### config.mk
export PLATFORM = sky130hd
export DESIGN_NAME = shift_load_register_flat
export DESIGN_NICKNAME = d
export VERILOG_FILES = /design/src/rtl/shift_load_register_if.sv /design/src/rtl/shift_load_register.sv /design/src/flat_wrapper.sv
export SDC_FILE = /design/constraint.sdc
export NUM_CORES = 1
export LEC_CHECK = 0
export ABC_AREA = 0
export CAP_MARGIN = 20
export CELL_PAD_IN_SITES_DETAIL_PLACEMENT = 1
export CELL_PAD_IN_SITES_GLOBAL_PLACEMENT = 1
export CORE_ASPECT_RATIO = 1.4
export CORE_MARGIN = 3
export CORE_UTILIZATION = 36
export DETAILED_ROUTE_END_ITERATION = 6
export GPL_TIMING_DRIVEN = 0
export PLACE_DENSITY_LB_ADDON = 0.1
export SLEW_MARGIN = 5
export SYNTH_ARGS = -nofsm -noshare
export SYNTH_HDL_FRONTEND = slang
export SYNTH_HIERARCHICAL = 1
export SYNTH_SLANG_ARGS = --single-unit
### constraint.sdc
create_clock -name i_clk -period 2.3 [get_ports i_clk]
set_input_delay 0.345 -clock i_clk [delete_from_list [all_inputs] [get_ports i_clk]]
set_output_delay 0.345 -clock i_clk [all_outputs]
set_load 0.05 [all_outputs]
### src/rtl/shift_load_register_if.sv
// Control/data bundle for shift_load_register. The jump_LSb control is only
// present when SHIFT_JUMP_LSB_EN is defined.
interface shift_load_register_if #(
    parameter int width = 9
);
    logic             i_load_enable;
    logic             i_load;
    logic [width-1:0] i_data_in;
    logic             i_left_shift_enable;
    logic             i_left_shift_value;
    logic             i_right_shift_enable;
    logic             i_right_shift_value;
`ifdef SHIFT_JUMP_LSB_EN
    logic             i_jump_LSb;
`endif
    logic [width-1:0] o_data_out;

    modport master (
        output i_load_enable,
        output i_load,
        output i_data_in,
        output i_left_shift_enable,
        output i_left_shift_value,
        output i_right_shift_enable,
        output i_right_shift_value,
`ifdef SHIFT_JUMP_LSB_EN
        output i_jump_LSb,
`endif
        input  o_data_out
    );

    modport slave (
        input  i_load_enable,
        input  i_load,
        input  i_data_in,
        input  i_left_shift_enable,
        input  i_left_shift_value,
        input  i_right_shift_enable,
        input  i_right_shift_value,
`ifdef SHIFT_JUMP_LSB_EN
        input  i_jump_LSb,
`endif
        output o_data_out
    );
endinterface

### src/rtl/shift_load_register.sv
// Parallel-load, bidirectional single-bit shift register built from per-bit
// 4:1 select cells and enabled flops. Define SHIFT_JUMP_LSB_EN for the two-LSB left-shift fill.
module mux_4_to_1 (
    input  logic [1:0] i_sel,
    input  logic       i_d0,
    input  logic       i_d1,
    input  logic       i_d2,
    input  logic       i_d3,
    output logic       o_y
);
    always_comb begin
        o_y = i_d0;
        case (i_sel)
            2'b00:   o_y = i_d0;
            2'b01:   o_y = i_d1;
            2'b10:   o_y = i_d2;
            default: o_y = i_d3;
        endcase
    end
endmodule

module dff (
    input  logic i_clk,
    input  logic i_reset,
    input  logic i_en,
    input  logic i_d,
    output logic o_q
);
    logic r_q;

    always_ff @(posedge i_clk or posedge i_reset) begin
        if (i_reset)
            r_q <= 1'b0;
        else if (i_en)
            r_q <= i_d;
    end

    assign o_q = r_q;
endmodule

module shift_load_register #(
    parameter int width = 9
) (
    input  logic                  i_clk,
    input  logic                  i_reset,
    shift_load_register_if.slave  bus
);
    logic [width-1:0] w_q;
    logic [1:0]       w_sel;
    logic             w_en;
    logic             w_jump;
    logic             w_unused_load;

    if (width < 3) begin : g_width_check
        $error("shift_load_register: width must be at least 3");
    end

    // Select encoding: 00 hold, 01 load, 10 right shift, 11 left shift.
    assign w_sel[1] = ~bus.i_load_enable & (bus.i_left_shift_enable | bus.i_right_shift_enable);
    assign w_sel[0] = bus.i_load_enable | bus.i_left_shift_enable;
    assign w_en     = bus.i_load_enable | bus.i_left_shift_enable | bus.i_right_shift_enable;

`ifdef SHIFT_JUMP_LSB_EN
    assign w_jump = bus.i_jump_LSb;
`else
    assign w_jump = 1'b0;
`endif

    // The reserved load strobe is accepted but has no effect.
    assign w_unused_load = bus.i_load;

    for (genvar gi = 0; gi < width; gi++) begin : g_bit
        logic w_left_src;
        logic w_right_src;
        logic w_mux_y;

        if (gi == 0) begin : g_left_lsb
            assign w_left_src = bus.i_left_shift_value;
        end else if (gi == 1) begin : g_left_jump
            assign w_left_src = (bus.i_left_shift_value & w_jump) | (w_q[0] & ~w_jump);
        end else begin : g_left_mid
            assign w_left_src = w_q[gi-1];
        end

        if (gi == width - 1) begin : g_right_msb
            assign w_right_src = bus.i_right_shift_value;
        end else begin : g_right_mid
            assign w_right_src = w_q[gi+1];
        end

        mux_4_to_1 u_mux (
            .i_sel (w_sel),
            .i_d0  (w_q[gi]),
            .i_d1  (bus.i_data_in[gi]),
            .i_d2  (w_right_src),
            .i_d3  (w_left_src),
            .o_y   (w_mux_y)
        );

        dff u_dff (
            .i_clk   (i_clk),
            .i_reset (i_reset),
            .i_en    (w_en),
            .i_d     (w_mux_y),
            .o_q     (w_q[gi])
        );
    end

    assign bus.o_data_out = w_q;
endmodule

### src/flat_wrapper.sv
// flat-port wrapper written by rule: the top's interface ports become plain ports
module shift_load_register_flat 
#(
    parameter int width = 9
)
  (i_clk, i_reset, bus_i_load_enable, bus_i_load, bus_i_data_in, bus_i_left_shift_enable, bus_i_left_shift_value, bus_i_right_shift_enable, bus_i_right_shift_value, bus_o_data_out);
  shift_load_register_if #(.width(width)) bus_i ();
  input  logic i_clk;
  input  logic i_reset;
  input wire logic [$bits(bus_i.i_load_enable)-1:0] bus_i_load_enable;
  input wire logic [$bits(bus_i.i_load)-1:0] bus_i_load;
  input wire logic [$bits(bus_i.i_data_in)-1:0] bus_i_data_in;
  input wire logic [$bits(bus_i.i_left_shift_enable)-1:0] bus_i_left_shift_enable;
  input wire logic [$bits(bus_i.i_left_shift_value)-1:0] bus_i_left_shift_value;
  input wire logic [$bits(bus_i.i_right_shift_enable)-1:0] bus_i_right_shift_enable;
  input wire logic [$bits(bus_i.i_right_shift_value)-1:0] bus_i_right_shift_value;
  output wire logic [$bits(bus_i.o_data_out)-1:0] bus_o_data_out;
  assign bus_i.i_load_enable = bus_i_load_enable;
  assign bus_i.i_load = bus_i_load;
  assign bus_i.i_data_in = bus_i_data_in;
  assign bus_i.i_left_shift_enable = bus_i_left_shift_enable;
  assign bus_i.i_left_shift_value = bus_i_left_shift_value;
  assign bus_i.i_right_shift_enable = bus_i_right_shift_enable;
  assign bus_i.i_right_shift_value = bus_i_right_shift_value;
  assign bus_o_data_out = bus_i.o_data_out;
  shift_load_register #(.width(width)) u_core (.i_clk(i_clk), .i_reset(i_reset), .bus(bus_i));
endmodule
Yosys cells after proc, flatten, opt, wreduce, memory -nomap -nowiden
Cells that the tools add are included.
{"block": "totals", "regBits": 9, "inputBits": 17, "output_inout_bits": 9}
{"block": "op_classes", "n_eq_ne": 2, "muxes": 9, "n_bitwise": 6, "n_reduce_logical": 2}
{"op": "one-hot mux 1 bit (3 select lines)", "n": 9}
{"op": "OR 1 bit", "n": 3}
{"op": "== test 2 x 1 -> 1 bit, second input constant", "n": 1}
{"op": "== test 2 bit, second input constant", "n": 1}
{"op": "logical NOT 2 bit", "n": 1}
{"op": "inverter 1 bit", "n": 2}
{"op": "AND reduction 2 bit", "n": 1}
{"op": "AND 1 bit", "n": 1}

Logic depth before layout (Yosys ltp)
{"block": "logic_depth", "ltp_word": 5, "ltp_mapped": 3, "ltp_nobuf": 3}

Modules after synthesis
Netlist, hierarchy kept.
{"mod": "dff", "instances": 9, "cells_per_inst": 3, "area_per_inst_um2": 43.8, "seq_area_each_um2": 25.0}
{"mod": "mux_4_to_1", "instances": 9, "cells_per_inst": 1, "area_per_inst_um2": 22.5, "seq_area_each_um2": 0.0}
{"mod": "shift_load_register", "instances": 1, "cells_per_inst": 12, "area_per_inst_um2": 90.1, "seq_area_each_um2": 0.0}

Worst setup path after synthesis
OpenSTA, ideal clock, no wires.
{"block": "synth_timing", "path_kind": "input to register", "start": "input bus_i_left_shift_enable", "end": "register u_core.g_bit[0].u_dff.r_q", "setup_ns": 0.125, "t_arrival_ns": 1.455, "required_ns": 2.175, "slack_ns": 0.720, "stages": 3, "path_cell_list": "or2_2 -> mux4_2 -> mux2_4"}
{"item": "from (decl)", "line_no": "flat_wrapper.sv:13", "source": "input wire logic [$bits(bus_i.i_left_shift_enable)-1:0] bus_i_left_shift_enable;"}
{"item": "OR 1 bit", "line_no": "shift_load_register.sv:59", "source": "assign w_sel[1] = ~bus.i_load_enable & (bus.i_left_shift_enable | bus.i_right_shift_enable);"}
{"item": "AND 1 bit", "line_no": "shift_load_register.sv:59"}
{"item": "== test 2 bit, or another cell as far along", "line_no": "shift_load_register.sv:13", "source": "case (i_sel)"}
{"item": "one-hot mux 1 bit (3 select lines) *", "line_no": "shift_load_register.sv:13"}
{"item": "net u_core.g_bit[0].w_mux_y", "line_no": "shift_load_register.sv:75", "source": "logic w_mux_y;"}
{"item": "to (signal assigned)", "line_no": "shift_load_register.sv:35", "source": "r_q <= i_d;"}
{"item": "to (decl)", "line_no": "shift_load_register.sv:29", "source": "logic r_q;"}
Mark *: on every way through the listed nets, which the timed path passes. The rest lies on a longest branch.
A chain may end at the register's enable or synchronous reset.

Worst setup path after layout
{"block": "layout_timing", "start": "register u_core.g_bit[3].u_dff.r_q", "end": "output bus_o_data_out[3]"}
{"item": "from (decl)", "line_no": "shift_load_register.sv:29"}
{"item": "from (signal assigned)", "line_no": "shift_load_register.sv:35"}
{"item": "to (decl)", "line_no": "flat_wrapper.sv:17", "source": "output wire logic [$bits(bus_i.o_data_out)-1:0] bus_o_data_out;"}
No word-level cell between the ends.

==> impl_metrics.env <==
export IMPL_status="complete, no violations"
export IMPL_dpl_hpwl_um=1080
export IMPL_cts_repair_resized=0
export IMPL_cts_buffers=3
export IMPL_synth_compound_area_share_pct=1.46
export IMPL_vias=490
export IMPL_min_path_type="primary input to async pin"
export IMPL_grt_max_degree=10
export IMPL_cp_top_family="buffers and inverters"
export IMPL_ys_types=8
export IMPL_floorplan_initialDensity_pct=38.6
export IMPL_ff2ff_path_depth=2
export IMPL_grt_pass1_vias=537
export IMPL_slew_viol_final=0
export IMPL_remaining_drc_errors=0
export IMPL_core_area_sq_um=1780
export IMPL_rsz0062_at_grt="no"
export IMPL_switching_share_pct=36.8
export IMPL_post_cts_buffers=0
export IMPL_cts_root_buffer="clkbuf_4"
export IMPL_maxCapViolCount=0
export IMPL_gr_total_overflow=0
export IMPL_worstSetupStartpointType="flop"
export IMPL_avgSynthCellArea_sq_um=14.3
export IMPL_ys_ff_latch=9
export IMPL_critical_path_class="flop to output port"
export IMPL_crit_slowest_cell="clkdlybuf4s50_1"
export IMPL_synth_area_sq_um=687
export IMPL_ios=26
export IMPL_io_buffers=24
export IMPL_seq_area_frac_synth_pct=32.8
export IMPL_crit_cells=2
export IMPL_path_max_fanout=5
export IMPL_yosys_area_top_type="dfrtp_1"
export IMPL_layout_nets=94
export IMPL_die_y_um=57.7
export IMPL_wirelength_um=1420
export IMPL_clkTransAtPathRegs_ns=0.07
export IMPL_endpoint_kind="output port"
export IMPL_setup_viol_count_final=0
export IMPL_antenna_found_initial=0
export IMPL_synthAdderAreaFrac_pct=0
export IMPL_largest_register_ffs=9
export IMPL_synth_xor_area_share_pct=0
export IMPL_max_slew_margin_pct=62.3
export IMPL_power_switching_mw=0.272
export IMPL_gp_congestion=0.652
export IMPL_fin_crit_ns=1.94
export IMPL_h_tree_depth=1
export IMPL_insertedDiodeCount=0
export IMPL_worst_path_buf_inv=2
export IMPL_fin_skew_ns=0.00198
export IMPL_seq_power_share_pct=31.6
export IMPL_utilization_pct=55.0
export IMPL_p_int_mw=0.466
export IMPL_grt_pass1_wl_um=2410
export IMPL_clkPwrFrac_pct=16.6
export IMPL_syn_nets=65
export IMPL_cts_tree="done"
export IMPL_fin_setup_tns_ns=0
export IMPL_irDropWorstVdd_mv=0.362
export IMPL_track_usage_pct=13.0
export IMPL_areaGrowthSynthToFinish_pct=42.4
export IMPL_synth_simple_gate_area_share_pct=1.82
export IMPL_clk_latency_ns=0.25
export IMPL_worst_slew_pin_transition_ns=0.566
export IMPL_vias_per_cell=5.10
export IMPL_cts_hold_buf=0
export IMPL_p_per_area_nw_per_um2=754
export IMPL_cp_required_ns=1.96
export IMPL_hold_violations=0
export IMPL_wl_per_cell_um=14.8
export IMPL_drt_iter0_drc=2
export IMPL_slowest_delay_ns=0.78
export IMPL_fin_crit_sh_pct=84.3
export IMPL_comb_power_share_pct=51.7
export IMPL_clk_path_buf_depth=2
export IMPL_cts_sinks=9
export IMPL_die_area_sq_um=2480
export IMPL_netlist_instances=48
export IMPL_ys_top_cells_by_area="dfrtp_1, mux4_2, mux2_4, buf_4, inv_1"
export IMPL_nFillCells=200
export IMPL_arrival_ns=1.60
export IMPL_synth_top_area_share_pct=32.8
export IMPL_cp_cell_sequence="buf_4 > clkdlybuf4s50_1"
export IMPL_firstDrtPassIters=2
export IMPL_p_total_mw=0.738
export IMPL_antenna_left=0
export IMPL_synth_warnings=6
export IMPL_drive_gt1_share_pct=42.1
export IMPL_row_count=18
export IMPL_synth_area_mux_share_pct=49.2
export IMPL_die_w_um=42.9
export IMPL_fmax_mhz=515
export IMPL_p_leak_nw=0.455
export IMPL_layout_commonest_cell="clkdlybuf4s50_1"
export IMPL_synth_top_family_by_area="multiplexers"
cell usage after synthesis:
| master | number |
|---|---|
| mux4_2 | 9 |
| o21ba_2 | 1 |
| mux2_4 | 9 |
| buf_4 | 9 |
| dfrtp_1 | 9 |
| or3_1 | 1 |
| inv_1 | 9 |
| or2_2 | 1 |
power groups by stage:
stage / Clock (mW) / Sequential [mW] / Combinational (mW)
6_report: 0.123 / 0.233 / 0.382
5_1_grt: 0.138 / 0.240 / 0.401
4_1_cts: 0.128 / 0.234 / 0.385
3_5_place_dp: 0 / 0.237 / 0.384
3_3_place_gp: 0 / 0.235 / 0.378
2_1_floorplan: 0 / 0.220 / 0.287
stage by stage:
stage               hold WS [ns]  worst slack [ns]  instances  cell area (sq um)
global placement           0.555             0.213         92                952
detailed placement         0.560             0.180         92                952
CTS                        0.456             0.337         96                978
finish                     0.444             0.360         96                978
floorplan                 0.0737             0.720         48                687
global route               0.484             0.300         96                978
metal layers:
| metal | GRT usage, % | vias to the layer above | wire [um] |
|---|---|---|---|
| li1 | - | 219 | - |
| met1 | 15.9 | 254 | 587 |
| met2 | 22.1 | 17 | 745 |
| met3 | 3.42 | 0 | 87 |
| met4 | 4.00 | 0 | 0 |
| met5 | 0 | - | 0 |
cell type report:
cell class | instances | area, sq um | share of cell area (%)
flip-flops and latches | 9 | 225 | 23.0
plain buffers | 9 | 67.6 | 6.91
well taps | 20 | 25.0 | 2.56
inverters | 9 | 33.8 | 3.45
repair buffers | 24 | 240 | 24.6
multi-input cells | 21 | 360 | 36.8
clock buffers | 4 | 26.3 | 2.69
worst register-to-register path, stage by stage, from the launching register on:
cell and delay [ns]:
dfrtp_1 0.43, mux4_2 0.48, mux2_4 0.26
path summary, 6_finish.rpt:
check                                                 startpoint                               endpoint  slack (ns)
setup / recovery           u_core/g_bit[3].u_dff/o_q$_DFFE_PP0P_                      bus_o_data_out[3]        0.36
hold / removal                                           i_reset  u_core/g_bit[4].u_dff/o_q$_DFFE_PP0P_        0.44
setup reg to reg           u_core/g_bit[3].u_dff/o_q$_DFFE_PP0P_  u_core/g_bit[4].u_dff/o_q$_DFFE_PP0P_        1.01
hold reg to reg            u_core/g_bit[0].u_dff/o_q$_DFFE_PP0P_  u_core/g_bit[0].u_dff/o_q$_DFFE_PP0P_        0.58
max in group asynchronous                                i_reset  u_core/g_bit[8].u_dff/o_q$_DFFE_PP0P_        1.73
min in group i_clk         u_core/g_bit[0].u_dff/o_q$_DFFE_PP0P_  u_core/g_bit[0].u_dff/o_q$_DFFE_PP0P_        0.58
cell families after synthesis:
| family | Yosys count |
|---|---|
| AO/OA/AOI/OAI | 1 |
| buffers and inverters | 18 |
| flip-flops | 9 |
| multiplexers | 18 |
| AND/OR/NAND/NOR | 2 |
(Power assumes the default switching activity.)
